==> config.mk <==
export PLATFORM = sky130hd
export DESIGN_NAME = unified_mem_arbiter
export DESIGN_NICKNAME = d
export VERILOG_FILES = /design/src/rtl/unified_mem_arbiter_pkg.sv /design/src/rtl/mem_timeout_counter.sv /design/src/rtl/unified_mem_arbiter.sv
export SDC_FILE = /design/constraint.sdc
export NUM_CORES = 1
export LEC_CHECK = 0
export ABC_AREA = 1
export CAP_MARGIN = 20
export CORE_UTILIZATION = 41
export CTS_BUF_LIST = sky130_fd_sc_hd__clkbuf_8
export CTS_CLUSTER_DIAMETER = 150
export DETAILED_ROUTE_END_ITERATION = 10
export GPL_ROUTABILITY_DRIVEN = 0
export PLACE_DENSITY = 0.81
export RECOVER_POWER = 50
export REMOVE_ABC_BUFFERS = 1
export SETUP_SLACK_MARGIN = 0.05
export SLEW_MARGIN = 20
export SYNTH_ARGS = -nofsm -noshare
export SYNTH_HDL_FRONTEND = slang
export SYNTH_SLANG_ARGS = --single-unit
==> constraint.sdc <==
create_clock -name clk -period 1.8 [get_ports clk]
set_input_delay 0.27 -clock clk [delete_from_list [all_inputs] [get_ports clk]]
set_output_delay 0.27 -clock clk [all_outputs]
set_load 0.005 [all_outputs]
==> src/rtl/unified_mem_arbiter_pkg.sv <==
// Shared arbiter definitions: FSM state encoding and the data returned on a timed-out access.
package unified_mem_arbiter_pkg;

  typedef enum logic [1:0] {
    ARB_IDLE = 2'd0,
    IF_BUSY  = 2'd1,
    DM_BUSY  = 2'd2,
    RESP     = 2'd3
  } arb_state_e;

  localparam logic [31:0] ARB_ERR_DATA = 32'hDEAD_BEEF;

endpackage

==> src/rtl/mem_timeout_counter.sv <==
// Busy-cycle counter for the memory arbiter; tc flags the last cycle before an access is abandoned.
module mem_timeout_counter #(
  parameter int TIMEOUT = 64
) (
  input  logic clk,
  input  logic rst_n,
  input  logic clear,
  input  logic enable,
  output logic tc
);

  localparam int CW = (TIMEOUT > 2) ? $clog2(TIMEOUT) : 1;

  logic [CW-1:0] count;

  always_ff @(posedge clk or negedge rst_n) begin
    if (!rst_n) begin
      count <= '0;
    end else if (clear) begin
      count <= '0;
    end else if (enable) begin
      count <= count + CW'(1);
    end
  end

  assign tc = enable && (count == CW'(TIMEOUT - 1));

endmodule

==> src/rtl/unified_mem_arbiter.sv <==
// Shares one single-port variable-latency memory between instruction fetch and the data stage.
// Data side has priority; IF is forced after STREAK_MAX data grants; stuck accesses time out.
module unified_mem_arbiter
  import unified_mem_arbiter_pkg::*;
#(
  parameter int ADDR_W     = 32,
  parameter int DATA_W     = 32,
  parameter int STREAK_MAX = 4,
  parameter int TIMEOUT    = 64
) (
  input  logic              clk,
  input  logic              rst_n,
  input  logic              if_req,
  input  logic [ADDR_W-1:0] if_addr,
  output logic [DATA_W-1:0] if_rdata,
  output logic              if_ready,
  input  logic              dm_read,
  input  logic              dm_write,
  input  logic [ADDR_W-1:0] dm_addr,
  input  logic [DATA_W-1:0] dm_wdata,
  output logic [DATA_W-1:0] dm_rdata,
  output logic              dm_ready,
  output logic              bus_err,
  output logic              mem_en,
  output logic              mem_we,
  output logic [ADDR_W-3:0] mem_addr,
  output logic [DATA_W-1:0] mem_wdata,
  input  logic [DATA_W-1:0] mem_rdata,
  input  logic              mem_ack
);

  localparam int SW = $clog2(STREAK_MAX + 1);

  arb_state_e        state, state_next;
  logic [SW-1:0]     streak;
  logic              dm_req, force_if, grant_dm, grant_if;
  logic              busy, tc, done;
  logic [DATA_W-1:0] resp_data;
  logic              unused_addr_lsbs;

  assign unused_addr_lsbs = ^{if_addr[1:0], dm_addr[1:0]};

  assign dm_req   = dm_read | dm_write;
  assign force_if = if_req && (streak == SW'(STREAK_MAX));
  assign busy     = (state == IF_BUSY) || (state == DM_BUSY);
  assign done     = busy && (mem_ack || tc);
  // Ack beats a simultaneous timeout; writes never return memory data.
  assign resp_data = !mem_ack ? DATA_W'(ARB_ERR_DATA) : (mem_we ? '0 : mem_rdata);

  mem_timeout_counter #(.TIMEOUT(TIMEOUT)) u_timeout (
    .clk    (clk),
    .rst_n  (rst_n),
    .clear  (!busy),
    .enable (busy),
    .tc     (tc)
  );

  always_ff @(posedge clk or negedge rst_n) begin
    if (!rst_n) begin
      state <= ARB_IDLE;
    end else begin
      state <= state_next;
    end
  end

  always_comb begin
    state_next = state;
    grant_dm   = 1'b0;
    grant_if   = 1'b0;
    case (state)
      ARB_IDLE: begin
        if (dm_req && !force_if) begin
          grant_dm   = 1'b1;
          state_next = DM_BUSY;
        end else if (if_req) begin
          grant_if   = 1'b1;
          state_next = IF_BUSY;
        end
      end
      IF_BUSY, DM_BUSY: begin
        if (done) begin
          state_next = RESP;
        end
      end
      RESP:    state_next = ARB_IDLE;
      default: state_next = ARB_IDLE;
    endcase
  end

  always_ff @(posedge clk or negedge rst_n) begin
    if (!rst_n) begin
      streak <= '0;
    end else if (state == ARB_IDLE) begin
      if (!if_req || grant_if) begin
        streak <= '0;
      end else if (grant_dm && (streak != SW'(STREAK_MAX))) begin
        streak <= streak + SW'(1);
      end
    end
  end

  always_ff @(posedge clk or negedge rst_n) begin
    if (!rst_n) begin
      mem_en    <= 1'b0;
      mem_we    <= 1'b0;
      mem_addr  <= '0;
      mem_wdata <= '0;
      if_ready  <= 1'b0;
      if_rdata  <= '0;
      dm_ready  <= 1'b0;
      dm_rdata  <= '0;
      bus_err   <= 1'b0;
    end else begin
      if (grant_dm || grant_if) begin
        mem_en    <= 1'b1;
        mem_we    <= grant_dm && dm_write;
        mem_addr  <= grant_dm ? dm_addr[ADDR_W-1:2] : if_addr[ADDR_W-1:2];
        mem_wdata <= grant_dm ? dm_wdata : '0;
      end
      if (done) begin
        mem_en  <= 1'b0;
        bus_err <= !mem_ack;
        if (state == IF_BUSY) begin
          if_ready <= 1'b1;
          if_rdata <= resp_data;
        end else begin
          dm_ready <= 1'b1;
          dm_rdata <= resp_data;
        end
      end
      if (state == RESP) begin
        if_ready <= 1'b0;
        if_rdata <= '0;
        dm_ready <= 1'b0;
        dm_rdata <= '0;
        bus_err  <= 1'b0;
      end
    end
  end

endmodule

== Yosys cells after proc, flatten, opt, wreduce, memory -nomap -nowiden ==
Index checks and enable logic that the tools add are counted.

* Bits in registers: 142
* Output and inout bits: 131
* Input port bits: 134

* Add/subtract/negate cells: 2
* Reduce and logical (&&, ||, !) cells: 23
* Bitwise gates (word level): 1
* Eq/ne operators: 9
* Muxes and demuxes: 32

{| class="wikitable"
|+ Operator list
! cell !! count
|-
| 32-bit 2-to-1 mux || 9
|-
| 30-bit 2-to-1 mux || 1
|-
| 1-bit 2-to-1 mux || 15
|-
| 2-bit AND reduction || 4
|-
| 2-bit nonzero test || 4
|-
| 6-bit by 1-bit adder with 6-bit output, second input constant || 1
|-
| 6-bit == test, second input constant || 1
|-
| 1-bit logical AND || 6
|-
| 2-bit 2-to-1 mux || 3
|-
| 3-bit 2-to-1 mux || 2
|-
| 6-bit 2-to-1 mux || 1
|-
| 3-bit inequality test, second input constant || 2
|-
| 2-bit case mux with 3 select lines || 1
|-
| 2-bit == test, second input constant || 2
|-
| 1-bit logical OR || 4
|-
| 3-bit by 1-bit adder with 3-bit output, second input constant || 1
|-
| 3-bit == test, second input constant || 1
|-
| 1-bit logical NOT || 3
|-
| 2-bit by 1-bit == test with 1-bit output, second input constant || 1
|-
| 2-bit logical NOT || 1
|-
| 2-bit by 1-bit inequality test with 1-bit output, second input constant || 1
|-
| 2-bit inequality test, second input constant || 1
|-
| 2-bit OR reduction || 1
|-
| 1-bit OR || 1
|}

== Logic depth before layout (Yosys ltp) ==
Gate-level depths: netlist of run 1.

* Depth in word-level cells: 9
* Gate-level depth with buffers: 10
* Gate-level depth less buffers: 9

== By module ==
A second synthesis of run 1 with hierarchy kept.

* Cells, all modules: 801
* Area, all modules: 6543.8 um^2

{| class="wikitable"
|+ Modules (own cells, without submodules)
! module !! times used !! sequential area each (um^2) !! cells each !! area an instance (um^2)
|-
| unified_mem_arbiter || 1 || 3403.3 || 756 || 6199.7
|-
| mem_timeout_counter || 1 || 150.1 || 45 || 344.1
|}

== Least setup slack after synthesis of run 1 ==
No wires, ideal clock.

* Kind: reg-to-reg
* Start point: register state[0]
* End point: register dm_rdata[0]
* Stages on the path, launching flop included: 10
* Setup time: 0.118 ns
* Required time: 1.682 ns
* Arrival: 1.625 ns
* Path slack: 0.057 ns
* Path buffers: 2
* Cells stage by stage: dfrtp_1 -> inv_1 -> ha_1 -> buf_2 -> inv_2 -> o21bai_4 -> nand2_4 -> buf_6 -> nand3_1 -> nand2_1

* Cells in the longest elaborated chain, start to end: 7
* Elaborated cells between the ends (all ways): 11
* Classes of those cells: eq/ne: 4; mux: 1; reduce/logical: 6

{| class="wikitable"
|+ RTL lines
! what !! line !! text
|-
| from (decl) || unified_mem_arbiter.sv:34 || <nowiki>arb_state_e state, state_next;</nowiki>
|-
| from (signal assigned) || unified_mem_arbiter.sv:62 || <nowiki>state <= state_next;</nowiki>
|-
| 2-bit by 1-bit == test with 1-bit output or 2-bit == test (tied branches) || unified_mem_arbiter.sv:45, unified_mem_arbiter.sv:123 ||
|-
| 1-bit logical OR || unified_mem_arbiter.sv:45 || <nowiki>assign busy = (state == IF_BUSY) || (state == DM_BUSY);</nowiki>
|-
| 1-bit logical AND || mem_timeout_counter.sv:26 || <nowiki>assign tc = enable && (count == CW'(TIMEOUT - 1));</nowiki>
|-
| 1-bit logical OR || unified_mem_arbiter.sv:46 || <nowiki>assign done = busy && (mem_ack || tc);</nowiki>
|-
| 1-bit logical AND || unified_mem_arbiter.sv:46 ||
|-
| 2-bit nonzero test (no source line) || n/a ||
|-
| 2-bit AND reduction (no source line) || n/a ||
|-
| to (signal assigned) || unified_mem_arbiter.sv:128 || <nowiki>dm_rdata <= resp_data;</nowiki>
|-
| to (decl) || unified_mem_arbiter.sv:21 || <nowiki>output logic [DATA_W-1:0] dm_rdata,</nowiki>
|}

Several ways; a longest one is shown, not always the timed one.
A chain may end at the register's enable or synchronous reset.

== Worst setup path in the final report of run 1 ==
* Start point: register if_rdata[27]
* End point: output if_rdata[27]

{| class="wikitable"
|+ RTL lines
! what !! line !! text
|-
| from (decl) || unified_mem_arbiter.sv:15 || <nowiki>output logic [DATA_W-1:0] if_rdata,</nowiki>
|-
| from (signal assigned) || unified_mem_arbiter.sv:125 || <nowiki>if_rdata <= resp_data;</nowiki>
|}

No word-level cell between the ends.

==> impl.org, run 1 <==
** Finish
- After routing the design area is between 10000 and 15000 um2.
- In the final design database the tool counted around 1200 nets.
- Leaving out fill and tap cells, the most frequent cell in the layout is clkdlybuf4s50_1.
- Fraction of layout instances using a drive strength above 1 :: about 7.6%
- Cells fill approximately 63% of the core in the end.
- Relative area change from synthesis to final layout :: 49.5%
- Most frequent cells in the layout :: 251 x clkdlybuf4s50_1, 241 x nand2_1, 141 x dfrtp_1
- 0 antenna diodes ended up in the layout.

** Timing
- Setup repair after global routing could not meet its margin everywhere.
- Share of the clock period used by the worst path :: 94.2%
- The number of hold-slack violations in the final timing report is 0.
- The worst pin sits at a relative slew slack of about a quarter.
- The worst path needs 1.70 ns of the cycle, external delays included.
- Worst Tran Pin Value :: around 1.1 ns
- The number of pins exceeding their max-slew limit in the final report is 0.
- For the final database, setup skew stands at ~0.015 ns.
- Upper clock frequency limit :: around 600 MHz
- Endpoints failing setup :: 0

** Clock network
- Num Clock Sinks :: between 100 and 150
- The clock passes through at most 2 buffers.
- Total CTS buffers :: 17
- The H-tree was split into 4 levels.
- After clock tree synthesis, the clock-pin slew on the worst setup and hold paths is about 0.09 ns.
- Clock insertion delay at the later pin of the skew report :: approximately 0.45 ns
- The cell sitting at the root of the clock tree is a clkbuf_8.
- CTS tree :: yes

** Floorplanning
- Starting density of the core :: a little over two fifths
- In this run the count of I/O pins placed on the die edge is 265.
- After floorplanning, the core was divided into 46 placement rows.
- Die area :: ~17000 um2
- Overall die height :: ~130 um
- DIE WIDTH :: about 130 um
- Area of the core :: 16000 um2

** Yosys
- After synthesis, the largest area contributor takes up between 50% and 60% of total cell area.
- After synthesis, flip-flops and latches occupy between 50% and 60% of the total area.
- The synthesized netlist occupies a cell area of slightly below 7000 um2.
- Largest area contributor in the synthesized netlist :: dfrtp_1
- Number of warnings reported in the yosys synthesis log :: 0
- The cell count after synthesis came out at 820.
- Number of distinct library cells after synthesis :: 26
- Per-instance average area after synthesis :: just over 8 um2
- Yosys attributes the largest share of cell area to dfrtp_1 52%, nand2_1 13%, nand3_1 10%.
- After synthesis the netlist holds a flip-flop and latch count of roughly 140.

** Setup path
- Launching instance or port of the critical path :: if_rdata[27]
- The endpoint identified for the worst register-to-register timing path is dm_rdata[0].
- At the worst endpoint, the required time is between 1.5 and 2 ns.
- Sort of element at the start of the critical path :: register
- Critical path cell sequence :: clkdlybuf4s50_1
- Buffering stage count on the worst path with inverters included :: 1
- In this run the critical register-to-register path is launched from state[0].
- Slack of the worst reg-to-reg path :: between 0.1 and 0.15 ns
- Depth of the most critical reg-to-reg path :: 7
- Data arrival time at the worst-slack endpoint :: approximately 1.4 ns
- Slowest cell on the critical path :: clkdlybuf4s50_1
- The worst setup path is captured at a primary output.
- Kind of cell adding the most delay to the critical path :: buffers and inverters
- By startpoint and endpoint, the worst setup path is classified as reg -> out.
- In this design, the stage delay of the slowest critical-path cell is around 0.62 ns.
- Of all nets on the critical path, the largest fanout is 2.

** Pwr
- IR drop worst, VDD :: roughly 0.0008 V
- The analysis attributes to cell leakage a power of between 5 and 6 nW.
- PD cells :: 1610 nW/um2

** Route
- The final route contains 6735 vias.
- Via count normalized by instance count :: about 5.2
- Once detail routing completed, the nets flagged for antenna violations numbered 0.
- The detailed router finished its first iteration with about 490 violations.
- Post-route DRC :: 0
- Wire length reported by the detailed router :: between 20 and 25 mm
- After detailed routing, the average wire length per cell comes to 16.0 um.
- Number of detailed-routing iterations run before antenna repair :: 7

** Hold path
- Cell count of the worst hold path :: 3
- Startpoint of the lowest-slack hold path :: dm_wdata[16]
- For hold timing, the worst endpoint is mem_wdata[16].
- The min-delay analysis places its worst path in the category in -> reg.

** Status
- The flow ran to the end, and the final reports show no timing, DRC or antenna violations.

** Placement
- Placement-stage cell area :: slightly below 10000 um2
- Port buffer count :: 260
- Detailed placement ended at an HPWL of around 15 mm.

** Global route
- GRT Residual Overflow :: 0
- Largest net degree at the start of global routing :: 63
- Number of antenna violations at the first check in global routing :: 0
- Via count of the first global-routing pass :: roughly 6500
- First-pass GRT wire length :: approximately 32 mm
- Total routing resource utilization after global routing :: 25.1%

** Run
- Across the run, the number of max-cap violations was 0.
-- kinds of logic after synthesis --
kind of cell,after synthesis,synth area share [%]
xor gates and xnor gates,1,0.129
and+or+nand+nor,429,28.0
adders and majority gates,6,1.11
DFF,142,52.5
AOI/OAI and AO/OA,98,8.85
buffers and inverters,144,9.40
-- flip-flops by register name, indices dropped and copies added (netlist names) --
signal           count
mem_wdata           32
mem_en               1
state                2
mem_addr            30
dm_rdata            32
streak               3
u_timeout.count      6
bus_err              1
if_rdata            32
if_ready             1
dm_ready             1
mem_we               1
-- through the flow --
stage / total power [mW] / TNS (ns) / cells / hold WS [ns] / worst slack, ns
detailed placement: 13.8 / -0.0319 / 1273 / 0.225 / -0.0120
global route: 17.5 / 0 / 1306 / 0.359 / 0.0372
global placement: 13.5 / 0 / 1273 / 0.227 / 0.0616
floorplan: 8.90 / -104.22 / 761 / -0.0256 / -1.88
CTS: 16.4 / 0 / 1305 / 0.307 / 0.0570
finish: 16.3 / 0 / 1306 / 0.361 / 0.105
-- Yosys cell counts (all sizes together) --
cell    number
o211ai      30
o22ai        2
o21ai       56
nor2        18
o21bai       1
ha           6
inv         85
nand3      141
nand4       25
xnor2        1
a21oi        8
clkbuf      31
buf         28
nand2      245
a211oi       1
dfrtp      142
-- layout make-up --
class	count	area, um2
clock buffer	17	234
clock inverter	14	145
fill	1387	5880
inverter	85	319
multi-input combinational	535	2620
sequential	142	3550
tap	216	270
timing repair buffer	297	2980
-- worst max-delay path by stage --
stage,end,cells past startpoint
2_1_floorplan,mem_addr[0],6
3_3_place_gp,dm_rdata[30],6
3_5_place_dp,dm_rdata[25],7
4_1_cts,dm_rdata[25],7
5_1_grt,state[0],3
6_report,if_rdata[27],1
-- report_power, final --
group	total, mW	internal [mW]	switching (mW)	leakage (nW)
sequential	5.39	4.57	0.826	1.80
clock	2.48	1.22	1.26	0.189
combinational	8.45	4.15	4.30	3.01
total	16.3	9.94	6.39	5.00
-- routing by layer --
layer | track usage [%] | routed length, um | share of wire, %
met1 | 29.6 | 8170 | 39
met2 | 42.2 | 10200 | 49
met3 | 8.18 | 2050 | 9.8
met4 | 10.3 | 490 | 2.3
met5 | 0 | 0 | 0
-- what timing repair did --
item                                    CTS  global route
pin swaps                                 1             1
resized for setup                         1             5
cloned                                    0             1
endpoints found under the setup margin   33            44
endpoints found under the hold margin    38             0
hold buffers                              1             0
buffers inserted                          0             0
Power figures use the tool's default switching activity.
==> inputs of run 2 (changes only) <==
--- a/config.mk
+++ b/config.mk
@@ -7,12 +7,12 @@
 export LEC_CHECK = 0
 export ABC_AREA = 1
 export CAP_MARGIN = 20
-export CORE_UTILIZATION = 41
+export CORE_UTILIZATION = 40
 export CTS_BUF_LIST = sky130_fd_sc_hd__clkbuf_8
 export CTS_CLUSTER_DIAMETER = 150
 export DETAILED_ROUTE_END_ITERATION = 10
 export GPL_ROUTABILITY_DRIVEN = 0
-export PLACE_DENSITY = 0.81
+export PLACE_DENSITY = 0.82
 export RECOVER_POWER = 50
 export REMOVE_ABC_BUFFERS = 1
 export SETUP_SLACK_MARGIN = 0.05
==> run 2 against run 1 <==
Net effect: register-to-register slack got worse by 0.02 ns; largest cell class unchanged; critical path depth rose by 6; largest power group unchanged; clock-buffer cell count did not move; global-route usage fell by 0.51 points; via count rose by 1.0%; flip-flop and latch count did not move; design area rose by 0.74%; fmax fell by 0.69%; die area rose by 2.5%; highest routed layer unchanged.
==> impl.org, run 2 (synthesis gave the netlist of run 1 again) <==
** Placement
- Port buffer count :: 260
- The wire-length estimate of the detail-placed layout is around 14 mm.
- OpenSTA, run right after detailed placement, puts the worst setup slack at -0.0628 ns.

** Timing
- Worst hold slack across all endpoints :: 0.356 ns
- Counting I/O delays and the setup requirement, the final critical path takes around 1.7 ns.
- Setup repair after global routing could not meet its margin everywhere.
- Share of the clock period used by the worst path :: between 90% and 100%
- At the pin with the least slew margin, the transition time is around 0.7 ns.
- Final Worst Setup Slack :: 0.0931 ns
- The number of pins exceeding their max-slew limit in the final report came to 0.
- Clk_skew :: between 0.015 and 0.02 ns
- Headroom to the max-slew limit came out at 53.3%.
- The number of hold-slack violations in the final timing report came to 0.
- Setup violations remaining at the end of the flow were counted as 0.
- For this run, the top clock speed supported by timing is ~600 MHz.

** Pwr
- In this run, the clock network consumes between 15 and 20% of the power.
- Share of total power consumed by net switching :: slightly above 40%
- In this run, flip-flops and latches consume approximately 33% of the power.
- PD cells :: 1610 nW/um2
- Net load switching power :: about 6.6 mW
- Leak pwr :: just over 5 nW
- Fraction of power consumed by combinational cells :: 51.6%
- Cell internal power was estimated by the tool at between 9 and 10 mW.
- IR drop worst, VDD :: about 0.00078 V

** Floorplanning
- DIE WIDTH :: ~130 um
- The region available for standard cell placement spans ~17000 um2.
- The floorplan step defined a die boundary enclosing 17500 um2.
- Ports placed on the boundary :: between 200 and 300
- The floorplan step set the die height to ~130 um.
- Std-Cell Rows :: 47
- The initial utilization of the core area, before any placement, comes to 40.8%.

** Setup path
- Reg-to-Reg Start :: state[0]
- The worst register-to-register path has a depth of 7.
- Data arrives at the worst endpoint at approximately 2.1 ns.
- R2R Path End :: if_rdata[27]
- Peak fanout along the critical path :: slightly above 50
- Tracing the worst setup path back leads to its startpoint at state[0].
- Slack of the worst reg-to-reg path :: roughly 0.093 ns
- STA classifies the critical path startpoint as a register.
- The most critical setup path has its endpoint at if_rdata[27].
- Kind of end point of the critical path :: register
- The worst setup path is of the reg -> reg kind.
- Data on the critical path is required at its endpoint by 2.18 ns.

** Route
- The first detailed-routing pass ran for 5 iterations.
- Detailed Route Iter0 Violations :: just over 500
- After detailed routing, the total wire length is 21.2 mm.
- Once detail routing completed, the nets flagged for antenna violations numbered 0.
- In the final routed layout, each cell accounts on average for around 16 um.
- For this run, design rule violations remaining after detail routing come to 0.
- Overall via count from detail_route :: between 6000 and 7000
- Via count normalized by instance count :: ~5.2

** Status
- Outcome :: finished clean

** Global route
- The first global-routing pass estimated between 30 and 40 mm of wire.
- The number of antenna violations at the first check in global routing came to 1.
- Entering global routing, the biggest net connects between 60 and 70 pins.
- Total routing resource utilization after global routing :: 24.6%
- After global routing the overflow that remains totals 0.
- Via count of the first global-routing pass :: 6734

** Hold path
- Worst Hold Class :: in -> async

** Finish
- Fraction of layout instances using a drive strength above 1 :: under 10%
- The largest registers in the layout are dm_rdata: 32 flops, if_rdata: 32 flops, mem_wdata: 32 flops.
- Summing all flip-flop and latch instances after layout gives around 3600 um2.
- In the final layout, the multi-input gates occupy between 2000 and 3000 um2.
- The library cells used most frequently in the layout, excluding fill and tap cells, are 241 x nand2_1, 240 x clkdlybuf4s50_1, 142 x dfrtp_1.
- Relative area change from synthesis to final layout :: 50.6%
- Commonest non-fill, non-tap cell in the layout :: nand2_1
- Layout Nets :: ~1200
- Filler instances :: about 1400
- For this run, the share of the core covered by cells in the final layout is between 60% and 70%.

** Run
- # Max-Cap Violations :: 0

** Clock network
- The clock net in this run drives a total of roughly 140 sinks.
- The H-tree was split into 4 levels.
- Buffers from clock root to sink, at most :: 2
- Buffers inserted during clock tree synthesis total 17.
- Clock-pin slew on the worst setup and hold paths :: about 0.10 ns
- Clock insertion delay at the later pin of the skew report :: 0.45 ns
- In this run the clock root is driven by a clkbuf_8.
- CTS tree :: yes
run 2: cell count changes in the layout (fill, tap and decap cells not counted), moves of 3 or more:
cell             delta
clkdlybuf4s50_1    -11
inv_8               +5
clkinv_2            -3
clkbuf_4            +3
dlygate4sd3_1      +11
o21ai_0             -3
o21ai_1             +3
run 2: critical path, cell delays in order (launching register included):
cell,delay [ns]
dfrtp_1,0.39
buf_4,0.15
ha_1,0.27
inv_4,0.12
buf_4,0.12
buf_6,0.32
nand4_1,0.16
nand2_1,0.10
run 2: layout make-up:
type	instances	area share, %
Multi-Input combinational cell	538	26.2
Sequential cell	142	34.8
Antenna cell	1	0.0245
Timing Repair Buffer	297	29.1
Tap cell	220	2.70
Inverter	85	3.15
Clock buffer	17	2.29
Clock inverter	15	1.67
run 2: worst min path at each step:
stage / start / end / slack, ns / depth (start not counted)
2_1_floorplan: rst_n / bus_err / -0.03 / 0
3_3_place_gp: rst_n / if_rdata[1] / 0.09 / 1
3_5_place_dp: rst_n / if_rdata[1] / 0.09 / 1
4_1_cts: rst_n / if_rdata[1] / 0.16 / 2
5_1_grt: dm_wdata[4] / mem_wdata[4] / 0.35 / 3
6_report: rst_n / dm_rdata[21] / 0.36 / 2
run 2: routing by layer:
metal | global-route usage [%] | routed length (um) | share of wire [%]
met1 | 28.4 | 7990 | 38
met3 | 8.19 | 2030 | 9.6
met5 | 0 | 0 | 0
met2 | 41.7 | 10500 | 50
met4 | 10.3 | 658 | 3.1
run 2: what timing repair did:
item                       CTS  global route
setup endpoints to repair   33            61
cloned                       1             3
gates resized for setup      2            12
setup buffers                0             6
hold buffers                 1             0
pin swaps                    1             3
hold endpoints to repair   142             0
run 2: stage by stage:
| stage | setup TNS [ns] | power [mW] | cell area (um2) | instances |
|---|---|---|---|---|
| 4_1_cts | 0 | 16.4 | 10100 | 1305 |
| 5_1_grt | 0 | 17.6 | 10200 | 1315 |
| 3_5_place_dp | -2.11 | 13.7 | 9670 | 1271 |
| 2_1_floorplan | -104.22 | 8.90 | 6450 | 761 |
| 3_3_place_gp | -1.24 | 13.4 | 9670 | 1271 |
| 6_report | 0 | 16.4 | 10200 | 1315 |
run 2: power by group through the flow:
stage          logic, mW  registers, mW  clock network, mW
5_1_grt             9.29           5.52               2.78
3_5_place_dp        8.27           5.40                  0
4_1_cts             8.35           5.36               2.64
3_3_place_gp        8.05           5.36                  0
2_1_floorplan       3.45           5.45                  0
6_report            8.49           5.36               2.59
